--- src/rtl/bicubic_frame_scheduler.sv ---
// Frame-level valid/ready gate between the access controller and bicubic_processing_element.
// Optional stall/starve performance counters are enabled by defining UPSP_STALL_CNT_EN.
module bicubic_frame_scheduler #(
  parameter int unsigned BLOCK_SIZE          = 960,
  parameter int unsigned SRC_IMG_HEIGHT      = 540,
  parameter int unsigned OUT_BEATS_PER_PIXEL = 4
) (
  input  logic        clk,
  input  logic        rst_n,
  input  logic        start,
  input  logic        abort,
  output logic        busy,
  output logic        done,
  input  logic        ac_upsp_rvalid,
  output logic        upsp_ac_rready,
  output logic        pe_rvalid,
  input  logic        pe_rready,
  input  logic        pe_wvalid,
  output logic        pe_wready,
  output logic        upsp_ac_wvalid,
  input  logic        ac_upsp_wready
`ifdef UPSP_STALL_CNT_EN
  ,
  output logic [31:0] stall_cnt,
  output logic [31:0] starve_cnt
`endif
);

  localparam int unsigned IN_TOTAL  = BLOCK_SIZE * SRC_IMG_HEIGHT;
  localparam int unsigned OUT_TOTAL = IN_TOTAL * OUT_BEATS_PER_PIXEL;
  localparam int unsigned IN_W      = $clog2(IN_TOTAL + 1);
  localparam int unsigned OUT_W     = $clog2(OUT_TOTAL + 1);

  typedef enum logic [1:0] {
    S_IDLE  = 2'd0,
    S_RUN   = 2'd1,
    S_DRAIN = 2'd2
  } state_e;

  state_e           state_q;
  logic [IN_W-1:0]  in_cnt_q;
  logic [IN_W-1:0]  in_cnt_d;
  logic [OUT_W-1:0] out_cnt_q;
  logic [OUT_W-1:0] out_cnt_d;
  logic             done_q;
  logic             in_open;
  logic             out_open;
  logic             rd_hs;
  logic             wr_hs;

  // Gates and next counter values; a handshake can only occur while the gate is open,
  // so the increments below can never carry past the totals.
  always_comb begin
    in_open        = (state_q == S_RUN) && (in_cnt_q < IN_W'(IN_TOTAL));
    out_open       = (state_q != S_IDLE) && (out_cnt_q < OUT_W'(OUT_TOTAL));
    pe_rvalid      = ac_upsp_rvalid & in_open;
    upsp_ac_rready = pe_rready & in_open;
    upsp_ac_wvalid = pe_wvalid & out_open;
    pe_wready      = ac_upsp_wready & out_open;
    rd_hs          = ac_upsp_rvalid & upsp_ac_rready;
    wr_hs          = upsp_ac_wvalid & ac_upsp_wready;
    in_cnt_d       = in_cnt_q;
    out_cnt_d      = out_cnt_q;
    if (rd_hs) in_cnt_d = in_cnt_q + IN_W'(1);
    if (wr_hs) out_cnt_d = out_cnt_q + OUT_W'(1);
  end

  // Frame sequencer: admit IN_TOTAL pixels, then wait for OUT_TOTAL beats.
  always_ff @(posedge clk) begin
    if (!rst_n) begin
      state_q   <= S_IDLE;
      in_cnt_q  <= '0;
      out_cnt_q <= '0;
      done_q    <= 1'b0;
    end else begin
      done_q <= 1'b0;
      unique case (state_q)
        S_IDLE: begin
          if (start) begin
            state_q   <= S_RUN;
            in_cnt_q  <= '0;
            out_cnt_q <= '0;
          end
        end
        S_RUN: begin
          if (abort) begin
            state_q   <= S_IDLE;
            in_cnt_q  <= '0;
            out_cnt_q <= '0;
          end else begin
            in_cnt_q  <= in_cnt_d;
            out_cnt_q <= out_cnt_d;
            if (in_cnt_d == IN_W'(IN_TOTAL)) state_q <= S_DRAIN;
          end
        end
        S_DRAIN: begin
          if (abort) begin
            state_q   <= S_IDLE;
            in_cnt_q  <= '0;
            out_cnt_q <= '0;
          end else begin
            out_cnt_q <= out_cnt_d;
            // Also covers outputs that completed while inputs were still arriving.
            if (out_cnt_d == OUT_W'(OUT_TOTAL)) begin
              state_q <= S_IDLE;
              done_q  <= 1'b1;
            end
          end
        end
        default: state_q <= S_IDLE;
      endcase
    end
  end

  assign busy = (state_q != S_IDLE);
  assign done = done_q;

`ifdef UPSP_STALL_CNT_EN
  logic [31:0] stall_cnt_q;
  logic [31:0] starve_cnt_q;
  logic        start_acc;

  assign start_acc = (state_q == S_IDLE) && start;

  // Saturating back-pressure and input-starvation counters, cleared per frame.
  always_ff @(posedge clk) begin
    if (!rst_n || start_acc) begin
      stall_cnt_q  <= '0;
      starve_cnt_q <= '0;
    end else begin
      if (upsp_ac_wvalid && !ac_upsp_wready && (stall_cnt_q != 32'hFFFF_FFFF))
        stall_cnt_q <= stall_cnt_q + 32'd1;
      if (in_open && !ac_upsp_rvalid && (starve_cnt_q != 32'hFFFF_FFFF))
        starve_cnt_q <= starve_cnt_q + 32'd1;
    end
  end

  assign stall_cnt  = stall_cnt_q;
  assign starve_cnt = starve_cnt_q;
`endif

endmodule

--- config.mk ---
export PLATFORM = sky130hd
export DESIGN_NAME = bicubic_frame_scheduler
export DESIGN_NICKNAME = d
export VERILOG_FILES = /design/src/rtl/bicubic_frame_scheduler.sv
export SDC_FILE = /design/constraint.sdc
export NUM_CORES = 1
export LEC_CHECK = 0
export CORE_MARGIN = 2
export CORE_UTILIZATION = 60
export CTS_BUF_LIST = sky130_fd_sc_hd__clkbuf_4
export CTS_CLUSTER_SIZE = 10
export DETAILED_ROUTE_END_ITERATION = 8
export PLACE_DENSITY = 0.79
export SYNTH_ARGS = -nofsm -noshare
export SYNTH_HDL_FRONTEND = slang
export SYNTH_SLANG_ARGS = --single-unit
export TNS_END_PERCENT = 20
--- constraint.sdc ---
create_clock -name clk -period 4.1 [get_ports clk]
set_input_delay 0.41 -clock clk [delete_from_list [all_inputs] [get_ports clk]]
set_output_delay 0.41 -clock clk [all_outputs]
set_load 0.005 [all_outputs]
Yosys cells after proc, flatten, opt, wreduce, memory -nomap -nowiden:

Index checks and enable logic that the tools add are counted.

* input bits: 8
* register bits after elaboration: 43
* memory bits (writable): 0
* memories: 0
* output and inout bits: 6
* bits in latches: 0
* logic and storage cells: 51
* ROM bits: 0

* multiply operators: 0
* shift operators: 0
* divide/modulo/power cells: 0
* bitwise logic cells: 8
* equality and inequality tests: 8
* reduce and logical (&&, ||, !) cells: 11
* add/subtract/negate cells: 2
* muxes and demuxes: 16
* $lt $le $gt $ge: 2

Operators by type and width (number)
* $mux W19: 4
* $mux W21: 3
* $pmux W19 S3: 1
* $pmux W21 S2: 1
* $add A21 B1 Y21 const B: 1
* $eq A21 B21 Y1 const B: 1
* $lt A21 B21 Y1 const B: 1
* $add A19 B1 Y19 const B: 1
* $eq A19 B19 Y1 const B: 1
* $lt A19 B19 Y1 const B: 1
* $mux W2: 5
* $and A1 B1 Y1: 6
* $pmux W2 S3: 1
* $reduce_and A3 Y1: 2
* $ne A2 B2 Y1 const B: 2
* $reduce_bool A2 Y1: 2
* $ne A3 B2 Y1 const B: 1
* $ne A3 B3 Y1 const B: 1
* $reduce_bool A3 Y1: 1
* $reduce_or A3 Y1: 1
* $eq A2 B1 Y1 const B: 1
* $eq A2 B2 Y1 const B: 1
* $logic_and A1 B1 Y1: 2
* $logic_not A2 Y1: 1
* 4 further kinds: 5

Depth between registers and ports, before layout:

Gate-level depths: netlist of the first run.

* word-level depth: 9
* mapped depth: 11
* depth with buffers taken out: 10

Least setup slack after synthesis of the first run:

Ideal clock, no wire load.

* kind: reg-to-reg
* start point: reg in_cnt_q[9]
* end point: reg state_q[0]
* cell stages (with the launch flop): 10
* clock period less this slack: 2.969 ns
* data arrival time: 2.897 ns
* slack: 1.131 ns
* cell sequence: dfxtp_1 > buf_6 > o31a_1 > o211a_1 > nor2_1 > a41oi_1 > or4_1 > or4_1 > a211oi_2 > mux2i_1

* cells in the longest elaborated chain, start to end: 8
* elaborated cells between the ends (all ways): 9
* classes of those cells: add/sub: 1; order compare: 1; eq/ne: 2; mux: 1; bitwise: 2; reduce/logical: 2

RTL lines
* from (decl): RTL line 41 `logic [IN_W-1:0] in_cnt_q;`
* from (signal assigned): RTL line 91 `in_cnt_q <= in_cnt_d;`
* $lt A19 B19 Y1: RTL line 54 `in_open = (state_q == S_RUN) && (in_cnt_q < IN_W'(IN_TOTAL));`
* $logic_and A1 B1 Y1: RTL line 54
* $and A1 B1 Y1: RTL line 57 `upsp_ac_rready = pe_rready & in_open;`
* $and A1 B1 Y1: RTL line 60 `rd_hs = ac_upsp_rvalid & upsp_ac_rready;`
* $mux W19 *: RTL line 64 `if (rd_hs) in_cnt_d = in_cnt_q + IN_W'(1);`
* $eq A19 B19 Y1 *: RTL line 93 `if (in_cnt_d == IN_W'(IN_TOTAL)) state_q <= S_DRAIN;`
* $ne A3 B2 Y1 (no line) *
* $reduce_and A3 Y1 (no line) *
* to (signal assigned): RTL line 71 `state_q <= S_IDLE;`
* to (signal assigned): RTL line 93
* to (signal assigned): RTL line 98 `state_q <= S_IDLE;`
* to (decl): RTL line 40 `state_e state_q;`

Every way passes the cells marked *; elsewhere a longest branch is shown, timed or not.
A chain may end at the register's enable or synchronous reset.

Worst setup path after layout of the first run:

* start point: reg in_cnt_q[8]
* end point: reg state_q[0]

Same word-level chain as after synthesis.

==> metrics, run 1 <==
Leak=1.121 nW; I/O Buffers=13; CTS clock-pin slew for the worst setup and hold paths=140 ps; share of the synthesized area in the top cell type=28.25%; Met3 Wirelength=607 µm; endpoints failing hold=0; count of flip-flops with a built-in enable after synthesis=0; Multi-input gate area=2028 µm²; crit share post-route=80.96%; proportion of layout cells with a drive suffix above 1=5.301%; global-route wire length before repair=12290 µm; Synthesized Nets=434; WL met1=3823 µm; Netlist cell types=59; largest net degree at the start of global routing=34; Cell Area, Synth=3047 µm²; vias=3171; warnings from Yosys=0; data required time of the worst path=4400 ps; Worst setup EP type=flop; hold slack=524.5 ps; Die ar.=5664 µm²; Flop pwr share=37.6%; Die Y=75.26 µm; initial core utilization=63.25%; Hold Path Class=flop to flop; FILL cells=425; vias in the first global route=2565; Core ar.=4817 µm²; Placer Congestion=0.9591; Mapped Cells=420; clock share of power=30.2%; postcts setup bufs=0; clock buffer depth=2; cell-internal power=752.5 µW; Psw=402.8 µW; nets@finish=428; peak supply drop=0.0002109 V; Pwr Density=352.3 nW/µm²; RSZ-0062 raised after global routing=false; FF+latch count, synth=43; final worst slack=780.6 ps; Primary FF master, synth=dfxtp_1; hold buffer count at cts=0; IO Pins=14; synth top area cells=dfxtp_1 28%, a21oi_1 5.9%, nand2_1 5.9%, nor2_1 4.9%, o21ai_0 4.9%; Max-Cap Viols=0; num rows=25; crit-path max FO=8; crit start category=flop; Crit Path Class=flop to flop; TritonCTS clock tree=built; sw frac=34.87%; H-tree depth=2; HPWL after DPL=5451 µm; Initial DRT Pass Iterations=7; sequential share of the synthesized area=28.25%; Fmax=301.3 MHz; met2 wire len=3239 µm; wirelength, routed=7764 µm; CTS root buffer=clkbuf_4; Synth-to-Final Area Change=7.639%; number of buffers created by CTS=5; drt initial violations=437; Skew-Pair Late Insertion Delay=360 ps; Worst-Margin Slew=1077 ps; clk_skew=12.08 ps; Worst EP arrival=3620 ps; die width=75.26 µm; combinational share of power=32.1%; Avg WL per Cell=16.11 µm; outcome=finished clean; DRC viols=0; Final Setup Violations=0; FF/Latch Area=860.8 µm²; area leader, netlist=dfxtp_1; DRT antenna net count=0; Max Slew Vio Count=0; worst slack, placed=736.7 ps; total global-route track usage=28.20%; gr ovfl total=0; # clock sinks=43; initial antenna violation count=0; Final TNS setup=0 ps; max layer used=met4; synthesized area per cell=7.254 µm²; Post-synth top cells=48 x nand2_1, 43 x dfxtp_1, 40 x nor2_1, 36 x a21oi_1, 30 x o21ai_0; max_slew headroom=28.09%; # diodes=0; PostCTS Resize Cnt=0; Final min period=3319 ps; Async S/R FF share, synth=0%; Vias/cell=6.579; top-count cell post-synth=nand2_1
[layout make-up]
cell class	instances	share of cell area, %
Tap cell	67	2.556
Inverter	9	1.030
Timing Repair Buffer	18	5.113
Clock buffer	6	1.374
Clock inverter	2	1.831
Multi-Input combinational cell	337	61.85
Sequential cell	43	26.25
[sequential cells by signal, indices dropped and copies added (netlist names)]
register and count:
out_cnt_q 21, in_cnt_q 19, state_q 2, done 1
[layer usage]
layer	vias to the layer above	global-route usage, %
met3	13	6.560
met1	1471	43.88
met5	-	0
met2	147	38.30
met4	0	7.992
li1	1540	-
[worst paths after layout]
kind | startpoint | to | slack (ps) | depth (start not counted)
max | in_cnt_q[8] | state_q[0] | 780 | 8
max reg2reg | in_cnt_q[8] | state_q[0] | 780 | 8
min reg2reg | in_cnt_q[14] | in_cnt_q[14] | 520 | 2
min | in_cnt_q[14] | in_cnt_q[14] | 520 | 2
[cells by family (layout without fill, tap and decap cells)]
logic type | after synthesis | in the layout | share of synthesized area [%]
AND/OR/NAND/NOR | 200 | 200 | 35.03
AO/OA/AOI/OAI | 115 | 115 | 24.03
flip-flops | 43 | 43 | 28.25
buffers and inverters | 40 | 35 | 5.339
XOR/XNOR | 10 | 10 | 2.875
adder cells (fa/ha/maj) | 6 | 6 | 2.464
multiplexers | 6 | 6 | 2.012
[power groups by stage]
stage	combinational (mW)	sequential, mW	clock, mW
2_1_floorplan	0.241	0.441	0
3_3_place_gp	0.357	0.443	0
3_5_place_dp	0.363	0.444	0
4_1_cts	0.366	0.435	0.349
5_1_grt	0.411	0.436	0.368
6_report	0.371	0.435	0.349
[placed cells by master, fill, tap and decap left out, types with 6 or more instances in the layout]
master | synthesis | routed
nand2_1 | 48 | 48
nor3_1 | 9 | 9
nand4_1 | 9 | 9
nand2b_1 | 6 | 6
clkbuf_4 | 0 | 6
a311oi_1 | 8 | 8
and2_1 | 7 | 7
clkdlybuf4s50_1 | 0 | 13
nand3_1 | 22 | 22
o21ai_0 | 30 | 30
dfxtp_1 | 43 | 43
nor4_1 | 10 | 10
a21oi_1 | 36 | 36
and3_1 | 13 | 13
inv_1 | 9 | 9
or3_1 | 8 | 8
ha_1 | 6 | 6
a31oi_1 | 9 | 9
nor2_1 | 40 | 40
[critical path: stages, from the launching register on]
cell and delay [ps]:
dfxtp_1 410, o31a_1 340, o211ai_1 470, nand4_1 310
mux2i_1 200, or4_1 470, or4_1 530, a211oi_2 300
mux2i_1 220
[metrics by stage]
stage / instance area, µm² / util [%] / power [mW] / cells
floorplan: 3047 / - / 0.6825 / 420
global placement: 3174 / 65.90 / 0.7999 / 474
detailed placement: 3174 / 65.90 / 0.8066 / 474
CTS: 3279 / 68.08 / 1.149 / 482
global route: 3279 / 68.08 / 1.216 / 482
finish: 3279 / 68.08 / 1.155 / 482
Note: power is estimated with default switching activity, not from simulation.
==> inputs of run 2 (changes only) <==
==> constraint.sdc (replaced) <==
create_clock -name clk -period 3.1 [get_ports clk]
set_input_delay 0.31 -clock clk [delete_from_list [all_inputs] [get_ports clk]]
set_output_delay 0.31 -clock clk [all_outputs]
set_load 0.005 [all_outputs]
==> run 2 against run 1 <==
Effect of this change:
- combinational power grew 42%
- register-to-register slack lost 620 ps
- count of clock-buffer cells in the layout is the same
- global-route usage grew 3.2 points
- critical endpoint unchanged
- die area is the same
==> metrics, run 2 (synthesized netlist as in run 1, its figures left out) <==
outcome=finished clean (unchanged); Most Frequent Cell on Critical Path=or4_1; DRT antenna net count=0 (unchanged); peak supply drop=0.0002513 V (was 0.0002109 V); Max Slew Vio Count=0 (unchanged); CTS clock-pin slew for the worst setup and hold paths=140 ps (about the same); Avg WL per Cell=16.78 µm (was 16.11 µm); num rows=25 (unchanged); vias in the first global route=2888 (was 2565); global-route wire length before repair=13660 µm (was 12290 µm); gr ovfl total=0 (unchanged); crit-path max FO=7 (was 8); endpoints failing hold=0 (unchanged); crit start category=flop (unchanged); data required time of the worst path=3390 ps (was 4400 ps); Die Y=75.26 µm (unchanged); Finished Layout Cells=516 (was 482); nets@finish=462 (was 428); drt initial violations=310 (was 437); Worst Setup SP=in_cnt_q[18] (was in_cnt_q[8]); CP Cell Sequence=and4_1, o211ai_1, buf_4, a311oi_1, a41oi_1, or4_1, or4_1, a211oi_2, mux2i_1 (was o31a_1, o211ai_1, nand4_1, mux2i_1, or4_1, or4_1, a211oi_2, mux2i_1); FILL cells=439 (was 425); RR Startpoint=in_cnt_q[18] (was in_cnt_q[8]); Worst setup EP type=flop (unchanged); I/O Buffers=13 (unchanged); placed cells=508 (was 474); IO Pins=14 (unchanged); Fmax=340.1 MHz (was 301.3 MHz); Final Setup Violations=0 (unchanged); Largest Register=out_cnt_q (unchanged); Leak=1.297 nW (was 1.121 nW); Die ar.=5664 µm² (unchanged); initial core utilization=63.25% (unchanged); largest net degree at the start of global routing=21 (was 34); Max-Cap Viols=0 (unchanged); TritonCTS clock tree=built (unchanged); CTS root buffer=clkbuf_4 (unchanged); RSZ-0062 raised after global routing=false (unchanged); Pwr Density=435.0 nW/µm² (was 352.3 nW/µm²); biggest regs=out_cnt_q (21), in_cnt_q (19), state_q (2) (unchanged); vias=3341 (was 3171); Placer Congestion=0.9456 (was 0.9591); initial antenna violation count=0 (unchanged); most frequent cells in the layout=48 x nand2_1, 41 x dfxtp_1, 40 x nor2_1 (was 48 x nand2_1, 43 x dfxtp_1, 40 x nor2_1); # clock sinks=43 (unchanged); Skew-Pair Late Insertion Delay=360 ps (about the same); crit share post-route=94.84% (was 80.96%); Initial DRT Pass Iterations=5 (was 7); clock buffer depth=2 (unchanged); Worst EP arrival=3230 ps (was 3620 ps); max FFs per register=21 (unchanged); clk_skew=10.24 ps (was 12.08 ps); Worst path top cell family by delay=simple AND/OR/NAND/NOR gates (unchanged); CP peak stage delay=550 ps (was 530 ps); commonest non-fill, non-tap cell in the layout=nand2_1 (unchanged); Hold Path Class=flop to flop (unchanged); number of buffers created by CTS=5 (unchanged); Synth-to-Final Area Change=17.37% (was 7.639%); Final TNS setup=0 ps (unchanged); Core ar.=4817 µm² (unchanged); Crit Path Class=flop to flop (unchanged); DRC viols=0 (unchanged); max_slew headroom=47.59% (was 28.09%); slowest CP cell=or4_1 (unchanged); total global-route track usage=31.41% (was 28.20%); HPWL after DPL=6280 µm (was 5451 µm); Final min period=2940 ps (was 3319 ps); # diodes=0 (unchanged); Vias/cell=6.475 (was 6.579); CP Buf/Inv Count=1 (was 0); proportion of layout cells with a drive suffix above 1=14.70% (was 5.301%); die width=75.26 µm (unchanged); Worst-Margin Slew=780.2 ps (was 1077 ps); Min-Delay Startpoint=in_cnt_q[17] (was in_cnt_q[14]); wirelength, routed=8660 µm (was 7764 µm); H-tree depth=2 (unchanged)
[run 2: cell count changes in the layout (fill, tap and decap cells not counted), sizes merged]
cell	change
buf	+34
[run 2: power by group]
group	total (mW)	internal, mW	switching [mW]
logic	0.525	0.193	0.332
clock network	0.455	0.261	0.194
registers	0.575	0.563	0.0123
[run 2: cell type report]
type,instances,area [µm²],share of cell area (%)
tap,67,83.83,2.344
clock inverter,2,60.06,1.679
clock buffer,6,45.04,1.260
multi-input combinational,337,2067,57.80
sequential,43,863.3,24.14
timing repair buffer,52,422.9,11.83
inverter,9,33.78,0.9447
[run 2: repair_timing]
item                       4_1_cts  5_1_grt
setup endpoints to repair        0        2
resized for setup                0       12
buffers inserted                 0        0
hold buffers                     0        0
[run 2: through the flow]
step / cell area [µm²] / hold slack, ps / utilization [%] / setup WS (ps) / power, mW
after CTS: 3535 / 510.4 / 73.38 / 21.42 / 1.545
final: 3576 / 506.7 / 74.23 / 159.8 / 1.555
after floorplan: 3047 / 431.7 / - / 131.1 / 0.9027
after global routing: 3576 / 547.5 / 74.23 / 26.27 / 1.624
after detailed placement: 3430 / 492.2 / 71.19 / 25.57 / 1.095
after global placement: 3430 / 481.2 / 71.19 / 126.3 / 1.081
[run 2: worst register-to-register path, delay by kind of cell, from the launching register on]
| family | cells | cell delay [ps] |
|---|---|---|
| buffers and inverters | 1 | 190 |
| AND/OR/NAND/NOR | 3 | 1340 |
| multiplexers | 1 | 210 |
| AO/OA/AOI/OAI | 4 | 770 |
| flip-flops | 1 | 370 |
[run 2: final timing paths]
kind                       end  slack (ps)  cells after the start
setup / recovery    state_q[0]         160                      9
hold / removal    in_cnt_q[17]         510                      2
setup reg to reg    state_q[0]         160                      9
hold reg to reg   in_cnt_q[17]         510                      2
[run 2: routing by layer]
metal  track usage (%)  up-vias  wire length, µm
met1             45.71     1553             4009
met3             6.560       18              788
li1                  -     1609                -
met4             8.772        0               85
met2             47.08      161             3777
met5                 0        -                0
==> inputs of run 3 (changes only) <==
--- a/config.mk
+++ b/config.mk
@@ -14,4 +14,4 @@
 export SYNTH_ARGS = -nofsm -noshare
 export SYNTH_HDL_FRONTEND = slang
 export SYNTH_SLANG_ARGS = --single-unit
-export TNS_END_PERCENT = 20
+export TNS_END_PERCENT = 100
==> results of run 3 <==
Final layout, timing and power as in run 2 (identical DEF).
